<file path="config.mk">
export PLATFORM = sky130hd
export DESIGN_NAME = async_fifo_reader_flat
export DESIGN_NICKNAME = d
export VERILOG_FILES = /design/src/rtl/async_fifo_reader_if.sv /design/src/rtl/async_fifo_reader.sv /design/src/flat_wrapper.sv
export SDC_FILE = /design/constraint.sdc
export NUM_CORES = 1
export LEC_CHECK = 0
export CELL_PAD_IN_SITES_DETAIL_PLACEMENT = 2
export CELL_PAD_IN_SITES_GLOBAL_PLACEMENT = 2
export CORE_ASPECT_RATIO = 0.5
export CORE_MARGIN = 4
export CORE_UTILIZATION = 37
export CTS_CLUSTER_DIAMETER = 150
export CTS_CLUSTER_SIZE = 12
export DETAILED_ROUTE_END_ITERATION = 7
export MAX_ROUTING_LAYER = met4
export PLACE_DENSITY_LB_ADDON = 0.1
export SLEW_MARGIN = 40
export SYNTH_ARGS = -nofsm -noshare
export SYNTH_HDL_FRONTEND = slang
export SYNTH_SLANG_ARGS = --single-unit
</file>
<file path="constraint.sdc">
create_clock -name rdclk -period 3.1 [get_ports rdclk]
set_clock_uncertainty 0.15 [all_clocks]
set_input_delay 0.465 -clock rdclk [delete_from_list [all_inputs] [get_ports rdclk]]
set_output_delay 0.465 -clock rdclk [all_outputs]
set_load 0.02 [all_outputs]
</file>
<file path="src/rtl/async_fifo_reader_if.sv">
// Output stream bundle of the async FIFO read-side drain engine:
// valid/ready handshake with data and frame-last marker.
interface async_fifo_reader_if #(
    parameter int WIDTH = 8
) ();
    logic             m_valid;
    logic [WIDTH-1:0] m_data;
    logic             m_last;
    logic             m_ready;

    modport master (
        output m_valid,
        output m_data,
        output m_last,
        input  m_ready
    );

    modport slave (
        input  m_valid,
        input  m_data,
        input  m_last,
        output m_ready
    );
endinterface

</file>
<file path="src/rtl/async_fifo_reader.sv">
// Read-domain drain engine: pops the async FIFO, absorbs its one-cycle RAM latency
// and streams words with frame framing. Optional word counter: ASYNC_FIFO_RD_WORDCNT_EN.
module async_fifo_reader #(
    parameter int WIDTH    = 8,
    parameter int FRAMELEN = 4
) (
    input  logic                rdclk,
    input  logic                reset,
    input  logic                fifo_empty,
    input  logic [WIDTH-1:0]    fifo_dataout,
    output logic                fifo_rd,
    input  logic                en,
    async_fifo_reader_if.master m
`ifdef ASYNC_FIFO_RD_WORDCNT_EN
    ,
    output logic [31:0]         word_count
`endif
);

    localparam logic [15:0] LAST_BEAT = 16'(FRAMELEN - 1);

    logic [1:0]       cnt_q, cnt_d;
    logic             inflight_q, inflight_d;
    logic [WIDTH-1:0] head_q, head_d;
    logic [WIDTH-1:0] tail_q, tail_d;
    logic [15:0]      frame_q, frame_d;

    logic [1:0]       occ_s;
    logic [1:0]       after_s;
    logic             m_valid_s;
    logic             accept_s;

    // The in-flight word counts as occupancy: it is shown straight from the FIFO
    // output register while it is the oldest word, so no latency is added.
    assign occ_s     = cnt_q + {1'b0, inflight_q};
    assign m_valid_s = (occ_s != 2'd0);
    assign accept_s  = m_valid_s && m.m_ready;
    assign after_s   = occ_s - {1'b0, accept_s};

    assign fifo_rd   = reset && en && !fifo_empty && (after_s < 2'd2);
    assign m.m_valid = m_valid_s;
    assign m.m_data  = ((cnt_q == 2'd0) && inflight_q) ? fifo_dataout : head_q;
    assign m.m_last  = m_valid_s && (frame_q == LAST_BEAT);

    // Buffer next-state: drop the accepted head, then append the captured word.
    always_comb begin
        cnt_d      = cnt_q;
        head_d     = head_q;
        tail_d     = tail_q;
        inflight_d = fifo_rd;
        case ({inflight_q, accept_s})
            2'b01: begin
                if (cnt_q == 2'd2) begin
                    head_d = tail_q;
                    cnt_d  = 2'd1;
                end else begin
                    cnt_d  = 2'd0;
                end
            end
            2'b10: begin
                if (cnt_q == 2'd0) begin
                    head_d = fifo_dataout;
                    cnt_d  = 2'd1;
                end else begin
                    tail_d = fifo_dataout;
                    cnt_d  = 2'd2;
                end
            end
            2'b11: begin
                // With nothing stored the in-flight word itself was just accepted.
                if (cnt_q == 2'd0) begin
                    cnt_d  = 2'd0;
                end else if (cnt_q == 2'd1) begin
                    head_d = fifo_dataout;
                    cnt_d  = 2'd1;
                end else begin
                    head_d = tail_q;
                    tail_d = fifo_dataout;
                    cnt_d  = 2'd2;
                end
            end
            default: begin
                cnt_d = cnt_q;
            end
        endcase
    end

    // Frame position of the next beat to be accepted.
    always_comb begin
        frame_d = frame_q;
        if (accept_s) begin
            if (frame_q == LAST_BEAT) begin
                frame_d = 16'd0;
            end else begin
                frame_d = frame_q + 16'd1;
            end
        end else begin
            frame_d = frame_q;
        end
    end

    // Buffer, in-flight flag and frame position registers.
    always_ff @(posedge rdclk or negedge reset) begin
        if (!reset) begin
            cnt_q      <= 2'd0;
            inflight_q <= 1'b0;
            head_q     <= '0;
            tail_q     <= '0;
            frame_q    <= 16'd0;
        end else begin
            cnt_q      <= cnt_d;
            inflight_q <= inflight_d;
            head_q     <= head_d;
            tail_q     <= tail_d;
            frame_q    <= frame_d;
        end
    end

`ifdef ASYNC_FIFO_RD_WORDCNT_EN
    logic [31:0] wcnt_q, wcnt_d;

    // Delivered-beat count, wraps naturally at 32 bits.
    always_comb begin
        wcnt_d = wcnt_q;
        if (accept_s) begin
            wcnt_d = wcnt_q + 32'd1;
        end else begin
            wcnt_d = wcnt_q;
        end
    end

    // Delivered-beat counter register.
    always_ff @(posedge rdclk or negedge reset) begin
        if (!reset) begin
            wcnt_q <= 32'd0;
        end else begin
            wcnt_q <= wcnt_d;
        end
    end

    assign word_count = wcnt_q;
`endif

endmodule

</file>
<file path="src/flat_wrapper.sv">
// flat-port wrapper written by rule: the top's interface ports become plain ports
module async_fifo_reader_flat 
#(
    parameter int WIDTH    = 8,
    parameter int FRAMELEN = 4
)
  (rdclk, reset, fifo_empty, fifo_dataout, fifo_rd, en, m_m_valid, m_m_data, m_m_last, m_m_ready);
  async_fifo_reader_if #(.WIDTH(WIDTH)) m_i ();
  input  logic rdclk;
  input  logic reset;
  input  logic fifo_empty;
  input  logic [WIDTH-1:0] fifo_dataout;
  output logic fifo_rd;
  input  logic en;
  output wire logic [$bits(m_i.m_valid)-1:0] m_m_valid;
  output wire logic [$bits(m_i.m_data)-1:0] m_m_data;
  output wire logic [$bits(m_i.m_last)-1:0] m_m_last;
  input wire logic [$bits(m_i.m_ready)-1:0] m_m_ready;
  assign m_m_valid = m_i.m_valid;
  assign m_m_data = m_i.m_data;
  assign m_m_last = m_i.m_last;
  assign m_i.m_ready = m_m_ready;
  async_fifo_reader #(.WIDTH(WIDTH), .FRAMELEN(FRAMELEN)) u_core (.rdclk(rdclk), .reset(reset), .fifo_empty(fifo_empty), .fifo_dataout(fifo_dataout), .fifo_rd(fifo_rd), .en(en), .m(m_i));
endmodule
</file>
Yosys cells after proc, flatten, opt, wreduce, memory -nomap -nowiden
Cells that the tools add are included.

Div/mod/pow operators: 0. Bitwise operators: 0. $add $sub $neg: 3. Equal/unequal tests: 11. Reduce and logical (&&, ||, !) cells: 13. Multiplexer cells: 16. Shifts and indexed selects: 0. $lt $le $gt $ge: 1. $mul: 0.

Operator list (count): 8-bit 2-to-1 mux (8); 8-bit case mux with 3 select lines (1); 16-bit by 1-bit adder with 16-bit output, second input constant (1); 16-bit by 2-bit == test with 1-bit output, second input constant (1); 16-bit 2-to-1 mux (1); 8-bit case mux with 2 select lines (1); 4-bit AND reduction (2); 2-bit == test, second input constant (3); 1-bit logical AND (6); 2-bit 2-to-1 mux (3); 2-bit != test, second input constant (3); 2-bit case mux with 3 select lines (1); 2-bit by 1-bit == test with 1-bit output, second input constant (2); 2-bit by 1-bit != test with 1-bit output, second input constant (2); 2-bit nonzero test (2); 3-bit nonzero test (1); 2-bit by 1-bit adder with 2-bit output (1); 2-bit logical NOT (1); 2-bit less-than comparator, second input constant (1); 2-bit by 1-bit subtractor with 2-bit output (1); 1-bit logical NOT (1); 1-bit 2-to-1 mux (1).

Memories: 0. ROM bits: 0. Logic and storage cells: 49. Bits of input ports: 13. Output and inout port bits: 11. RAM bits: 0. Register bits after elaboration: 35. Latch bits: 0.

Longest topological paths before layout
Gate-level depths: netlist (run 1).

Depth after elaboration: 6. Gate-level depth with buffers: 6.

Least setup slack after synthesis (run 1)
OpenSTA, ideal clock, no wires.

Path type: reg2reg. Start point: register u_core.inflight_q. End point: register u_core.head_q[0]. Arrival time: 1.940 ns. Required time: 2.825 ns. Slack: 0.885 ns. Cell stages (with the launch flop): 7. Library setup time: 0.125 ns. Cells stage by stage: dfrtp_1 > ha_1 > buf_2 > and4b_1 > a221oi_4 > mux2_2 > mux2_4.

Cells in the longest elaborated chain, start to end: 6.

RTL lines: start, declared (RTL line async_fifo_reader.sv:23) `logic inflight_q, inflight_d;`; start signal, assigned (RTL line async_fifo_reader.sv:112) `inflight_q <= inflight_d;`; 2-bit by 1-bit adder with 2-bit output (RTL line async_fifo_reader.sv:35) `assign occ_s = cnt_q + {1'b0, inflight_q};`; 2-bit nonzero test (RTL line async_fifo_reader.sv:36) `assign m_valid_s = (occ_s != 2'd0);`; 1-bit logical AND (RTL line async_fifo_reader.sv:37) `assign accept_s = m_valid_s && m.m_ready;`; 2-bit == test / 2-bit by 1-bit == test with 1-bit output (equally long branches) (RTL line async_fifo_reader.sv:51) `case ({inflight_q, accept_s})`; 2-bit by 1-bit != test with 1-bit output (no line), or another cell as far along; 4-bit AND reduction (no line); end signal, assigned (RTL line async_fifo_reader.sv:107) `head_q <= '0;`; end signal, assigned (RTL line async_fifo_reader.sv:113) `head_q <= head_d;`; end, declared (RTL line async_fifo_reader.sv:24) `logic [WIDTH-1:0] head_q, head_d;`.

Several ways; a longest one is shown, not always the timed one. A chain may end at the register's enable or synchronous reset.

Final worst setup path (run 1)
Start point: register u_core.inflight_q. End point: output m_m_last.

Cells in the longest elaborated chain, start to end: 3.

RTL lines: 2-bit by 1-bit adder with 2-bit output (RTL line async_fifo_reader.sv:35); 2-bit nonzero test (RTL line async_fifo_reader.sv:36); 1-bit logical AND (RTL line async_fifo_reader.sv:43) `assign m.m_last = m_valid_s && (frame_q == LAST_BEAT);`; end, declared (RTL line flat_wrapper.sv:17) `output wire logic [$bits(m_i.m_last)-1:0] m_m_last;`.

No other way between the ends.

==> out/metrics.cfg, run 1 <==
[run_status]
status=finished clean

[synthesis]
synth_commonest_cells=dfrtp_1 (35), mux2_2 (24), nand2_1 (9), mux2_4 (8), xnor2_1 (8)
synth_edf_count=0
synthCells=152
syn_avg_cell_area_um2=12.41
synth_top_family_by_area=multiplexers
synthTopCellsByArea=dfrtp_1 (46%), mux2_2 (14%), mux2_4 (6.4%)
synth_xor_area_share_pct=7.361
ys_warn_count=0
synth_area_um2=1887
synth-seq-area-share_pct=46.42
synth_adder_area_share_pct=1.326
syn-num-nets=167
synth-simple-area-share_pct=12.93
yosys_most_used_dff=dfrtp_1
async_flop_share_pct=100.0
synth_compound_area_share_pct=7.162
yosysMostFrequentCell=dfrtp_1
ys_types=35
yosysTopAreaCell=dfrtp_1
synth_top_area_share_pct=46.42
ys_ff_latch=35
synth_mux_area_share_pct=21.82

[flow_run]
cap_violations=0

[drt]
drc=0
dr_wl_met2_um=2062
route.vias.total=1303
dr.first_iter.drc_count=23
wl_um=4330
ant_nets=0
drtPass1Iterations=4
top_layer=met4
wl_met1_um=2080
met3_length_um=153
wire_per_inst_um=17.18
via_per_inst=5.171

[global_routing]
antenna_found_initial=0
grt_usage_pct=15.73
overflow=0
grt_pass1_wl_um=7320
grt_max_degree=36
first_global_vias=1421

[floorplanning]
fp.dieArea_um2=6375
core-area_um2=4932
fp.dieW_um=109.0
initial_utilization_pct=38.25
rows=18
die_h_um=58.50
io_pins=24

[clock_network]
cts_max_level=2
insertion_delay_ps=290
post-cts-setup-buffers=0
cts_hold_buf=0
cts_root_buffer=clkbuf_8
cts_sinks=35
cts.clk_slew.worst_paths_ps=80
cts-resized-gates=0
cts_tree=done
cts_buffers=5
cts_buffer_depth=2

[power_and_ir_drop]
p_clk_share_pct=24.3
powerDensity_nw_per_um2=885.7
power_leakage_nw=1.014
p_seq_share_pct=34.9
p_sw_share_pct=31.75
internal-power_w=0.001410
power_frac_comb_pct=40.8
p_sw_w=0.0006559
ir_drop_mv=0.3859

[critical_path]
end_kind=output pin
crit_path_start=u_core.inflight_q
r2r_start=u_core.inflight_q
worstPathArrival_ps=2300
path_max_fanout=9
critPathKind=reg -> out
worstPathRequired_ps=2480
startpoint_type=flip-flop

[timing]
fmaxAchievable_mhz=342.7
finalSetupTns_ps=0
min_period_ps=2918
hold_slack_ps=354.6
finalMaxSlewViolations=0
slew_headroom_pct=63.20
rsz0062_at_grt=false
setup_viol=0
fin_crit_sh_pct=94.12
worstMarginPinSlew_ps=546.2
hold_viol_final=0

[place]
place_congestion=0.7296
dp_cells=244
dp_hpwl_um=2986
port_buffers=23
place_area_um2=2193

[hold_path]
hold_class=reg -> reg
hp-start=u_core.tail_q[2]

[final_layout]
drive_above_1_share_pct=28.57
final_cells=252
syn_to_final_growth_pct=23.61
nets=196
fin_area_um2=2332
insertedDiodeCount=0

cell usage in the layout (no fill, tap or decap), types with 3 or more instances in the layout:
cell type / instances
clkdlybuf4s50_1: 23
mux2_4: 8
buf_4: 5
nor2b_1: 3
xnor2_1: 8
clkbuf_8: 5
and3_1: 3
xor2_1: 6
mux2_2: 24
nand2_1: 9
nor2_1: 4
dfrtp_1: 33
nor4_1: 4
o21ai_0: 4
nand4_1: 5
nand3_1: 7
layer usage:
| layer | up-vias | global-route usage (%) |
|---|---|---|
| met5 | - | - |
| met4 | 0 | 4.317 |
| met3 | 5 | 4.491 |
| met2 | 18 | 25.92 |
| met1 | 677 | 19.11 |
| li1 | 603 | - |
power groups by stage:
stage	logic, W	registers [W]	clock network, W
after CTS	0.000859	0.000722	0.000512
after global routing	0.000915	0.000745	0.000537
after floorplan	0.000640	0.000682	0
after detailed placement	0.000848	0.000728	0
final	0.000842	0.000722	0.000501
after global placement	0.000825	0.000721	0
critical path, stage by stage (launching register included):
cell             delay [ps]
dfrtp_2                 500
ha_1                    290
xor2_2                  300
or2_4                   190
nor2b_1                 120
clkdlybuf4s50_1         610
area by class of cell:
class | count | area, um^2
Inverter | 2 | 7.507
Fill cell | 481 | 2600
Clock inverter | 3 | 67.56
Tap cell | 70 | 87.58
Timing Repair Buffer | 28 | 267.8
Sequential cell | 35 | 878.3
Clock buffer | 5 | 68.82
Multi-Input combinational cell | 109 | 954.7
metrics by stage:
step                worst slack (ps)  utilization [%]  power (W)
floorplan                      885.0                -   0.001322
global placement               432.8            44.47   0.001547
detailed placement             394.0            44.47   0.001576
CTS                            55.03            47.23   0.002093
global route                   32.06            47.29   0.002198
finish                         182.4            47.29   0.002066
cells by family after synthesis:
logic type	count (synthesis)
buffers and inverters	8
adder cells (fa/ha/maj)	2
multiplexers	34
flip-flops	35
AO/OA/AOI/OAI	14
XOR/XNOR	15
AND/OR/NAND/NOR	44
flip-flops by register name, indices dropped and copies added (netlist names):
register,cells
u_core.inflight_q,1
u_core.tail_q,8
u_core.frame_q,16
u_core.head_q,8
u_core.cnt_q,2
final timing paths:
kind	to	slack [ps]	depth (start not counted)
max in group asynchronous	u_core.cnt_q[0]	1900	2
worst max-delay path	m_m_last	180	5
worst min-delay path	u_core.tail_q[2]	350	1
worst min register to register	u_core.tail_q[2]	350	1
worst max register to register	u_core.head_q[0]	480	5
min in group asynchronous	u_core.frame_q[10]	540	2
No activity file was read; power rests on OpenSTA's default activity.
==> run 2: changes to the inputs <==
--- a/config.mk
+++ b/config.mk
@@ -5,6 +5,7 @@
 export SDC_FILE = /design/constraint.sdc
 export NUM_CORES = 1
 export LEC_CHECK = 0
+export ABC_AREA = 0
 export CELL_PAD_IN_SITES_DETAIL_PLACEMENT = 2
 export CELL_PAD_IN_SITES_GLOBAL_PLACEMENT = 2
 export CORE_ASPECT_RATIO = 0.5
@@ -13,8 +14,9 @@
 export CTS_CLUSTER_DIAMETER = 150
 export CTS_CLUSTER_SIZE = 12
 export DETAILED_ROUTE_END_ITERATION = 7
+export HOLD_SLACK_MARGIN = 0.12
 export MAX_ROUTING_LAYER = met4
-export PLACE_DENSITY_LB_ADDON = 0.1
+export PLACE_DENSITY = 0.87
 export SLEW_MARGIN = 40
 export SYNTH_ARGS = -nofsm -noshare
 export SYNTH_HDL_FRONTEND = slang
==> out/metrics.cfg, run 2 (synthesized netlist as in run 1, its figures left out) <==
[drt]
drc=0  ; unchanged
drtPass1Iterations=4  ; unchanged
top_layer=met4
wl_um=4703  ; +8.6%
wire_per_inst_um=18.66  ; +8.6%
route.vias.total=1323  ; +1.5%
dr_wl_met2_um=2539  ; +23%
wl_met1_um=1977  ; -5.0%
ant_nets=0  ; unchanged
dr.first_iter.drc_count=34  ; +48%
met3_length_um=108  ; -29%
via_per_inst=5.250  ; +1.5%

[timing]
hold_viol_final=0  ; unchanged
finalMaxSlewViolations=0  ; unchanged
min_period_ps=2984  ; +66.35 ps
rsz0062_at_grt=false
fin_crit_sh_pct=96.26  ; +2.1 points
finalSetupTns_ps=0  ; unchanged
setup_viol=0  ; unchanged
worstMarginPinSlew_ps=539.6  ; -6.599 ps
slew_headroom_pct=63.65  ; +0.44 points
fmaxAchievable_mhz=335.1  ; -2.2%

[clock_network]
cts_max_level=2  ; unchanged
cts.clk_slew.worst_paths_ps=70  ; about the same
cts_root_buffer=clkbuf_8
insertion_delay_ps=290  ; about the same
post-cts-setup-buffers=0  ; unchanged
cts_buffer_depth=2  ; unchanged
cts_tree=done
cts-resized-gates=0  ; unchanged
cts_sinks=35  ; unchanged
cts_hold_buf=0  ; unchanged
cts_buffers=5  ; unchanged

[global_routing]
overflow=0  ; unchanged
grt_max_degree=36  ; unchanged
grt_pass1_wl_um=7948  ; +8.6%
first_global_vias=1543  ; +8.6%
grt_usage_pct=17.38  ; +1.7 points
antenna_found_initial=0  ; unchanged

[place]
place_congestion=0.7815  ; +7.1%
port_buffers=23  ; unchanged
dp_cells=244  ; unchanged
place_area_um2=2193  ; unchanged
dp_hpwl_um=3299  ; +11%

[power_and_ir_drop]
powerDensity_nw_per_um2=855.6  ; -3.4%
ir_drop_mv=0.4366  ; +13%
total_power_w=0.001964  ; -4.9%
power_leakage_nw=1.001  ; -1.3%

[critical_path]
critPathSlowestCell=clkdlybuf4s50_1
worstPathArrival_ps=2370  ; +70 ps
critical-path-max-stage-delay_ps=610  ; about the same
end_kind=output pin
critical_path.top_delay_family=buffers and inverters
worst-path-buf-inv=1  ; unchanged
critPathKind=reg -> out
worstPathRequired_ps=2480  ; about the same
startpoint_type=flip-flop
path_max_fanout=9  ; unchanged
crit_chain=ha_1 -> o21ai_0 -> and4b_1 -> clkdlybuf4s50_1

[final_layout]
utilization_pct=46.55  ; -0.74 points
fill_cells=484  ; +0.62%
reg_top3=u_core.frame_q (16), u_core.head_q (8), u_core.tail_q (8)
multi_input_area_um2=954.7  ; unchanged
syn_to_final_growth_pct=21.68
regArea_um2=878.3  ; unchanged
fin_area_um2=2296  ; -1.6%
final_cells=252  ; unchanged
final_cell_mix=dfrtp_1 (33), mux2_2 (24), clkdlybuf4s50_1 (23), nand2_1 (9)
drive_above_1_share_pct=28.02  ; -0.55 points
largest_reg_flops=16  ; unchanged
top_register=u_core.frame_q
insertedDiodeCount=0  ; unchanged
final_common_cell=dfrtp_1
nets=196  ; unchanged

[floorplanning]
die_h_um=58.50  ; unchanged
io_pins=24  ; unchanged
fp.dieW_um=109.0  ; unchanged
fp.dieArea_um2=6375  ; unchanged
rows=18  ; unchanged
core-area_um2=4932  ; unchanged
initial_utilization_pct=38.25  ; unchanged

[flow_run]
cap_violations=0  ; unchanged

[hold_path]
hold_class=reg -> reg

[run_status]
status=finished clean

-- run 2: cell types whose count changed in the layout (fill, tap and decap cells not counted), sizes merged --
| cell | delta |
|---|---|
| clkinvlp | -1 |
| bufinv | -2 |
| clkbuf | +3 |
-- run 2: power by group --
part / switching [W] / internal, W
Clock: 0.000166 / 0.000203
Combinational: 0.000381 / 0.000481
Sequential: 0.000124 / 0.000610
-- run 2: worst paths after layout --
path	start	endpoint	slack (ps)	depth (start not counted)
hold / removal	u_core.frame_q[15]	u_core.frame_q[15]	350	1
hold reg to reg	u_core.frame_q[15]	u_core.frame_q[15]	350	1
setup reg to reg	u_core.inflight_q	u_core.head_q[2]	470	5
min in group asynchronous	reset	u_core.frame_q[3]	560	2
max in group asynchronous	reset	u_core.cnt_q[0]	1880	2
setup / recovery	u_core.inflight_q	fifo_rd	120	4
-- run 2: area by class of cell --
class	instances	share of cell area (%)
clock buffer	8	4.360
inverter	2	0.3270
multi-input combinational	109	41.58
sequential	35	38.26
tap	70	3.815
timing repair buffer	28	11.66
-- run 2: through the flow --
step | worst slack, ps | hold WS, ps
final | 116.1 | 347.4
after global routing | 15.49 | 366.5
after CTS | 6.133 | 357.7
after detailed placement | 347.6 | 342.7
after global placement | 442.3 | 318.9
after floorplan | 885.0 | 19.41
-- run 2: routing by layer --
metal	GRT usage, %	vias to the layer above
met5	-	-
met4	6.475	0
met3	3.943	9
met2	30.98	18
met1	19.28	685
li1	-	611
